--- config.mk ---
export PLATFORM = sky130hd
export DESIGN_NAME = alu_issue_stage
export DESIGN_NICKNAME = d
export VERILOG_FILES = /design/src/rtl/alu_issue_stage.sv
export SDC_FILE = /design/constraint.sdc
export NUM_CORES = 1
export LEC_CHECK = 0
export ABC_AREA = 1
export CAP_MARGIN = 40
export CORE_UTILIZATION = 35
export CTS_BUF_LIST = sky130_fd_sc_hd__clkbuf_8
export DETAILED_ROUTE_END_ITERATION = 12
export GPL_TIMING_DRIVEN = 1
export HOLD_SLACK_MARGIN = 0.02
export PLACE_DENSITY_LB_ADDON = 0.2
export SKIP_LAST_GASP = 1
export SYNTH_ARGS = -nofsm -noshare
export SYNTH_HDL_FRONTEND = slang
export SYNTH_SLANG_ARGS = --single-unit
--- constraint.sdc ---
create_clock -name clk -period 1.9 [get_ports clk]
set_input_delay 0.57 -clock clk [delete_from_list [all_inputs] [get_ports clk]]
set_output_delay 0.57 -clock clk [all_outputs]
set_load 0.05 [all_outputs]
--- src/rtl/alu_issue_stage.sv ---
`default_nettype none
// ============================================================================
// Module   : alu_issue_stage
// Purpose  : Decodes RV32I fields into SrcA/SrcB/Operation and presents them
//            to the ALU through a valid/ready handshake with a 2-entry skid.
// Revision : 1.0 - initial release
// ============================================================================
module alu_issue_stage #(
    parameter int DATA_WIDTH    = 32,
    parameter int OPCODE_LENGTH = 4
) (
    input  logic                     clk,
    input  logic                     reset,
    input  logic                     in_valid,
    output logic                     in_ready,
    input  logic [6:0]               Opcode,
    input  logic [2:0]               Funct3,
    input  logic [6:0]               Funct7,
    input  logic [DATA_WIDTH-1:0]    RD1,
    input  logic [DATA_WIDTH-1:0]    RD2,
    input  logic [DATA_WIDTH-1:0]    Imm,
    input  logic [DATA_WIDTH-1:0]    PC,
    output logic                     out_valid,
    input  logic                     out_ready,
    output logic [DATA_WIDTH-1:0]    SrcA,
    output logic [DATA_WIDTH-1:0]    SrcB,
    output logic [OPCODE_LENGTH-1:0] Operation,
    output logic                     Illegal
);

    localparam int ENTRY_W = 1 + OPCODE_LENGTH + 2 * DATA_WIDTH;

    localparam logic [6:0] c_OPC_R      = 7'b0110011;
    localparam logic [6:0] c_OPC_I      = 7'b0010011;
    localparam logic [6:0] c_OPC_LOAD   = 7'b0000011;
    localparam logic [6:0] c_OPC_STORE  = 7'b0100011;
    localparam logic [6:0] c_OPC_BRANCH = 7'b1100011;
    localparam logic [6:0] c_OPC_JAL    = 7'b1101111;
    localparam logic [6:0] c_OPC_JALR   = 7'b1100111;
    localparam logic [6:0] c_OPC_LUI    = 7'b0110111;
    localparam logic [6:0] c_OPC_AUIPC  = 7'b0010111;

    localparam logic [OPCODE_LENGTH-1:0] c_ALU_AND = OPCODE_LENGTH'(4'b0000);
    localparam logic [OPCODE_LENGTH-1:0] c_ALU_OR  = OPCODE_LENGTH'(4'b0001);
    localparam logic [OPCODE_LENGTH-1:0] c_ALU_ADD = OPCODE_LENGTH'(4'b0010);
    localparam logic [OPCODE_LENGTH-1:0] c_ALU_XOR = OPCODE_LENGTH'(4'b0011);
    localparam logic [OPCODE_LENGTH-1:0] c_ALU_SLL = OPCODE_LENGTH'(4'b0100);
    localparam logic [OPCODE_LENGTH-1:0] c_ALU_SRL = OPCODE_LENGTH'(4'b0101);
    localparam logic [OPCODE_LENGTH-1:0] c_ALU_SUB = OPCODE_LENGTH'(4'b0110);
    localparam logic [OPCODE_LENGTH-1:0] c_ALU_SRA = OPCODE_LENGTH'(4'b0111);
    localparam logic [OPCODE_LENGTH-1:0] c_ALU_BEQ = OPCODE_LENGTH'(4'b1000);
    localparam logic [OPCODE_LENGTH-1:0] c_ALU_BNE = OPCODE_LENGTH'(4'b1001);
    localparam logic [OPCODE_LENGTH-1:0] c_ALU_BGE = OPCODE_LENGTH'(4'b1011);
    localparam logic [OPCODE_LENGTH-1:0] c_ALU_SLT = OPCODE_LENGTH'(4'b1100);
    localparam logic [OPCODE_LENGTH-1:0] c_ALU_JAL = OPCODE_LENGTH'(4'b1101);
    localparam logic [OPCODE_LENGTH-1:0] c_ALU_BLT = OPCODE_LENGTH'(4'b1110);

    typedef enum logic [1:0] {
        ST_EMPTY = 2'd0,
        ST_ONE   = 2'd1,
        ST_FULL  = 2'd2
    } state_t;

    state_t                     r_state;
    state_t                     w_state_next;
    logic                       r_in_ready;
    logic [ENTRY_W-1:0]         r_out;
    logic [ENTRY_W-1:0]         r_skid;
    logic [ENTRY_W-1:0]         w_entry;
    logic                       w_ill;
    logic [OPCODE_LENGTH-1:0]   w_op;
    logic [DATA_WIDTH-1:0]      w_a;
    logic [DATA_WIDTH-1:0]      w_b;
    logic [DATA_WIDTH-1:0]      w_shamt;
    logic                       w_accept;
    logic                       w_drain;
    logic                       w_load_out_new;
    logic                       w_load_out_skid;
    logic                       w_load_skid;
    logic                       w_unused_funct7;

    // Only the alternate-encoding bit of funct7 steers the decode.
    assign w_unused_funct7 = ^{Funct7[6], Funct7[4:0]};
    assign w_shamt         = {{(DATA_WIDTH-5){1'b0}}, Imm[4:0]};

    always_comb begin
        w_ill = 1'b0;
        w_op  = c_ALU_ADD;
        w_a   = RD1;
        w_b   = Imm;
        case (Opcode)
            c_OPC_R: begin
                w_b = RD2;
                case (Funct3)
                    3'b000:  w_op = Funct7[5] ? c_ALU_SUB : c_ALU_ADD;
                    3'b001:  w_op = c_ALU_SLL;
                    3'b010:  w_op = c_ALU_SLT;
                    3'b100:  w_op = c_ALU_XOR;
                    3'b101:  w_op = Funct7[5] ? c_ALU_SRA : c_ALU_SRL;
                    3'b110:  w_op = c_ALU_OR;
                    3'b111:  w_op = c_ALU_AND;
                    default: w_ill = 1'b1;
                endcase
            end
            c_OPC_I: begin
                case (Funct3)
                    3'b000:  w_op = c_ALU_ADD;
                    3'b001: begin
                        w_op = c_ALU_SLL;
                        w_b  = w_shamt;
                    end
                    3'b010:  w_op = c_ALU_SLT;
                    3'b100:  w_op = c_ALU_XOR;
                    3'b101: begin
                        w_op = Funct7[5] ? c_ALU_SRA : c_ALU_SRL;
                        w_b  = w_shamt;
                    end
                    3'b110:  w_op = c_ALU_OR;
                    3'b111:  w_op = c_ALU_AND;
                    default: w_ill = 1'b1;
                endcase
            end
            c_OPC_LOAD, c_OPC_STORE: w_op = c_ALU_ADD;
            c_OPC_BRANCH: begin
                w_b = RD2;
                case (Funct3)
                    3'b000:  w_op = c_ALU_BEQ;
                    3'b001:  w_op = c_ALU_BNE;
                    3'b100:  w_op = c_ALU_BLT;
                    3'b101:  w_op = c_ALU_BGE;
                    default: w_ill = 1'b1;
                endcase
            end
            c_OPC_JAL, c_OPC_JALR: w_op = c_ALU_JAL;
            c_OPC_LUI:   w_a = '0;
            c_OPC_AUIPC: w_a = PC;
            default:     w_ill = 1'b1;
        endcase
        if (w_ill) begin
            w_op = '0;
            w_a  = '0;
            w_b  = '0;
        end
    end

    assign w_entry  = {w_ill, w_op, w_a, w_b};
    assign w_accept = in_valid && in_ready;
    assign w_drain  = out_valid && out_ready;

    always_comb begin
        w_state_next    = r_state;
        w_load_out_new  = 1'b0;
        w_load_out_skid = 1'b0;
        w_load_skid     = 1'b0;
        case (r_state)
            ST_EMPTY: begin
                if (w_accept) begin
                    w_state_next   = ST_ONE;
                    w_load_out_new = 1'b1;
                end
            end
            ST_ONE: begin
                if (w_accept && w_drain) begin
                    w_load_out_new = 1'b1;
                end else if (w_accept) begin
                    w_state_next = ST_FULL;
                    w_load_skid  = 1'b1;
                end else if (w_drain) begin
                    w_state_next = ST_EMPTY;
                end
            end
            ST_FULL: begin
                if (w_drain) begin
                    w_state_next    = ST_ONE;
                    w_load_out_skid = 1'b1;
                end
            end
            default: w_state_next = ST_EMPTY;
        endcase
    end

    always_ff @(posedge clk) begin
        if (reset) begin
            r_state    <= ST_EMPTY;
            r_in_ready <= 1'b1;
            r_out      <= '0;
            r_skid     <= '0;
        end else begin
            r_state    <= w_state_next;
            r_in_ready <= (w_state_next != ST_FULL);
            if (w_load_out_new) begin
                r_out <= w_entry;
            end else if (w_load_out_skid) begin
                r_out <= r_skid;
            end
            if (w_load_skid) begin
                r_skid <= w_entry;
            end
        end
    end

    // The registered flag already tracks the skid; gating with reset keeps
    // upstream from handing over an instruction that reset would discard.
    assign in_ready  = r_in_ready && !reset;
    assign out_valid = (r_state != ST_EMPTY);
    assign {Illegal, Operation, SrcA, SrcB} = r_out;

endmodule
`default_nettype wire

==> results.md <==
- Setup total negative slack on the finished layout was measured at 0 ns.
- The count of TritonRoute iterations in the first routing pass is 5.
- At the end of the flow the core is filled with cells to 0.537.
- The die width is 143 µm.
- The total length of routed wires is 22600 µm.
- The final number of max-transition violations is 0.
- Setup repair after global routing left no endpoint under its margin.
- The total overflow left after global routing is 0.
- The sequential fraction of the synthesis area is 0.407.
- The number of primary I/O pins is 220.
- Buffers inserted during clock tree synthesis total 17.
- Of the total power, the share spent switching nets is 0.263.
- The first routing iteration left 544 violations.
- Sorting the synthesized cells by how often they occur yields 404 x sky130_fd_sc_hd__nand2_1, 141 x sky130_fd_sc_hd__dfxtp_1, 130 x sky130_fd_sc_hd__a21oi_1.
- The initial utilization of the core area, before any placement, comes to 0.356.
- The post-route fraction of the period consumed by the critical path is 0.954.
- After detailed routing, the number of remaining DRC violations is 0.
- The finished layout holds 1586 standard cells, fillers aside.
- Summed over all cells, the static leakage comes to 4.70 nW.
- The average wire per cell in the routed design is 14.3 µm.
- The maximum VDD drop is 0.506 mV.
- The post-route standard cell area excluding fillers is 0.0104 mm².
- The most common cell in the netlist is sky130_fd_sc_hd__nand2_1.
- The initial antenna violation count is 0.
- Each instance of the synthesized netlist takes up on average 6.39 µm².
- The portion of total power attributed to sequential cells is 0.427.
- Of the post-synthesis cell area, the dominant cell type holds 0.407.
- Of the cells placed in the final design, the portion with a size suffix greater than 1 is 0.166.
- For the worst setup path, the data required time is 1.33 ns.
- The root cell of the clock tree is sky130_fd_sc_hd__clkbuf_8.
- The total of max-cap violations is 0.
- The peak clock frequency supported by timing is 0.552 GHz.
- No sink is reached through more buffers than the 2 on the longest clock path.
- The total of warnings raised by yosys is 0.
- The power density relative to cell area is 700 mW/mm².
- The filler cells instantiated in the layout total 1922.
- The internal power consumption is 0.00539 W.
- The die covers 0.0204 mm².
- At the later pin of the worst-skew pair, clock insertion delay measures 0.44 ns.
- The type of the setup path with the least slack is register to output port.
- The most used flip-flop cell after synthesis is sky130_fd_sc_hd__dfxtp_1.
- Setup violations remaining at the end of the flow were counted as 0.
- The number of flip-flops and latches in the synthesized netlist is 141.
- The number of hold-slack violations in the final timing report is 0.
- The routed via count is 7728.
- After layout, the minimum clock period comes to 1.81 ns.
- The worst hold-check path type is register to register.
- Relative to the synthesized area, the layout overhead comes to 50.7%.
- Of the total power, the clock network draws 0.389.
- The number of vias per cell is 4.87.
- The endpoint arrival time on the critical path is 1.24 ns.
- The total core area is 0.0195 mm².
- The sum of net half-perimeters after detailed placement is 14800 µm.
- The all-layer global routing usage is 0.213.
- The number of nets produced by synthesis is 1233.
- Clock tree synthesis found a total of 141 sinks.
- In this run, synthesis inferred 0 flip-flops with an integrated enable.
- The transition time of the tightest slew-check pin is 0.450 ns.
- The global-route wire length before repair is 34500 µm.
- By area the synthesized netlist is led by sky130_fd_sc_hd__dfxtp_1 41%, sky130_fd_sc_hd__nand2_1 22%, sky130_fd_sc_hd__a21oi_1 9.4%.
- The number of cells produced by synthesis is 1084.
- The clock tree from TritonCTS is built.
- In this run the power spent charging and discharging nets is 0.00192 W.
- The share of synthesized registers carrying an async set or reset is 0.
- 0 antenna diodes ended up in the layout.
- After floorplanning, the core was divided into 51 placement rows.
- The height of the die is 143 µm.
- The part of the total power dissipated in combinational logic is 0.185.
- Entering global routing, the biggest net connects 54 pins.
- The net count of the finished layout is 1459.
- The maximum fanout along the worst path is 4.
- Including well taps, the total number of placed cells is 1544.
- The kind of start point of the critical path is a register.
- The clock-pin slew of the registers on the worst-case setup and hold paths is 0.08 ns.
- The remaining number of nets flagged by the antenna check after routing is 0.
- The largest area contributor in the netlist is sky130_fd_sc_hd__dfxtp_1.
- The H-tree depth is 4.
- Routability-driven placement finished with a final weighted congestion of 0.832.
- The worst setup path is captured at an output port.
- The number of different library cells in the post-synthesis netlist is 24.
- The post-synthesis instance area is 0.00693 mm².
- Headroom to the max-slew limit came out at 0.700.
- Clock skew on the completed layout was measured at 0.0111 ns.
- The total of hold buffers inserted after clock tree synthesis is 0.
- The via count of the first global-routing pass is 6945.
- Input and output buffers added on the ports amount to 213.
- The area after detailed placement is 0.00961 mm².
- The run finished with clean final reports.
-- path summary, 6_finish.rpt --
kind | from | to | slack [ns] | depth (start not counted)
max | r_state[1]$_SDFF_PP0_ | out_valid | 0.09 | 4
min | r_skid[68]$_SDFFE_PP0P_ | r_skid[68]$_SDFFE_PP0P_ | 0.52 | 2
max reg2reg | r_state[1]$_SDFF_PP0_ | r_skid[32]$_SDFFE_PP0P_ | 0.35 | 9
min reg2reg | r_skid[68]$_SDFFE_PP0P_ | r_skid[68]$_SDFFE_PP0P_ | 0.52 | 2
-- worst max-delay path, stage by stage (launching register included) --
cell	delay, ns
sky130_fd_sc_hd__dfxtp_4	0.38
sky130_fd_sc_hd__inv_2	0.07
sky130_fd_sc_hd__nand2_1	0.08
sky130_fd_sc_hd__buf_4	0.15
sky130_fd_sc_hd__buf_12	0.14
-- layer usage --
| layer | wire length, µm | part of all wire | track usage |
|---|---|---|---|
| met1 | 10200 | 0.45 | 0.267 |
| met2 | 11000 | 0.49 | 0.372 |
| met3 | 1310 | 0.058 | 0.0483 |
| met4 | 125 | 0.0055 | 0.0447 |
| met5 | 0 | 0 | 0 |
-- metrics by stage --
stage	total power (W)	setup WS [ns]	hold WS, ns
detailed placement	0.00449	-0.505	0.490
global placement	0.00448	-0.486	0.498
CTS	0.00730	-0.0294	0.512
finish	0.00731	0.0873	0.517
floorplan	0.00387	-0.0194	0.465
global route	0.00761	0.00689	0.556
-- logic make-up after synthesis --
logic type,Yosys count,synth area share
flip-flops,141,0.407
AO/OA/AOI/OAI,252,0.185
AND/OR/NAND/NOR,545,0.319
buffers and inverters,146,0.0886
-- layout by cell type (no fill, tap or decap), types with 7 or more instances in the layout --
master,n
sky130_fd_sc_hd__o21ai_0,102
sky130_fd_sc_hd__dlymetal6s2s_1,7
sky130_fd_sc_hd__dfxtp_1,139
sky130_fd_sc_hd__a21oi_1,125
sky130_fd_sc_hd__nor2_1,23
sky130_fd_sc_hd__nand3_1,97
sky130_fd_sc_hd__inv_1,56
sky130_fd_sc_hd__clkbuf_8,22
sky130_fd_sc_hd__buf_4,113
sky130_fd_sc_hd__buf_12,19
sky130_fd_sc_hd__nand2_1,397
sky130_fd_sc_hd__clkdlybuf4s50_1,134
sky130_fd_sc_hd__inv_2,8
-- state kept, by name, summed over array words and instances (netlist names) --
| register | flops |
|---|---|
| r_out | 69 |
| r_skid | 69 |
| r_in_ready | 1 |
| r_state | 2 |
-- power by group through the flow --
stage | combinational [W] | sequential [W] | clock [W]
after floorplan | 0.000458 | 0.00341 | 0
after global placement | 0.00129 | 0.00318 | 0
after detailed placement | 0.00130 | 0.00319 | 0
after CTS | 0.00131 | 0.00312 | 0.00287
after global routing | 0.00146 | 0.00313 | 0.00302
final | 0.00135 | 0.00312 | 0.00284
-- repair_timing --
item	4_1_cts	5_1_grt
setup endpoints to repair	34	132
pin swaps	1	9
gates cloned	0	8
resized for setup	3	53
setup buffers	0	4
-- cell type report --
| cell class | count | area, µm² | share of cell area |
|---|---|---|---|
| Multi-Input combinational cell | 797 | 3630 | 0.347 |
| Timing Repair Buffer | 289 | 2940 | 0.282 |
| Sequential cell | 141 | 2830 | 0.271 |
| Tap cell | 265 | 332 | 0.0317 |
| Clock buffer | 22 | 303 | 0.0290 |
| Inverter | 64 | 246 | 0.0236 |
| Clock inverter | 8 | 163 | 0.0156 |
Power figures use the tool's default switching activity.
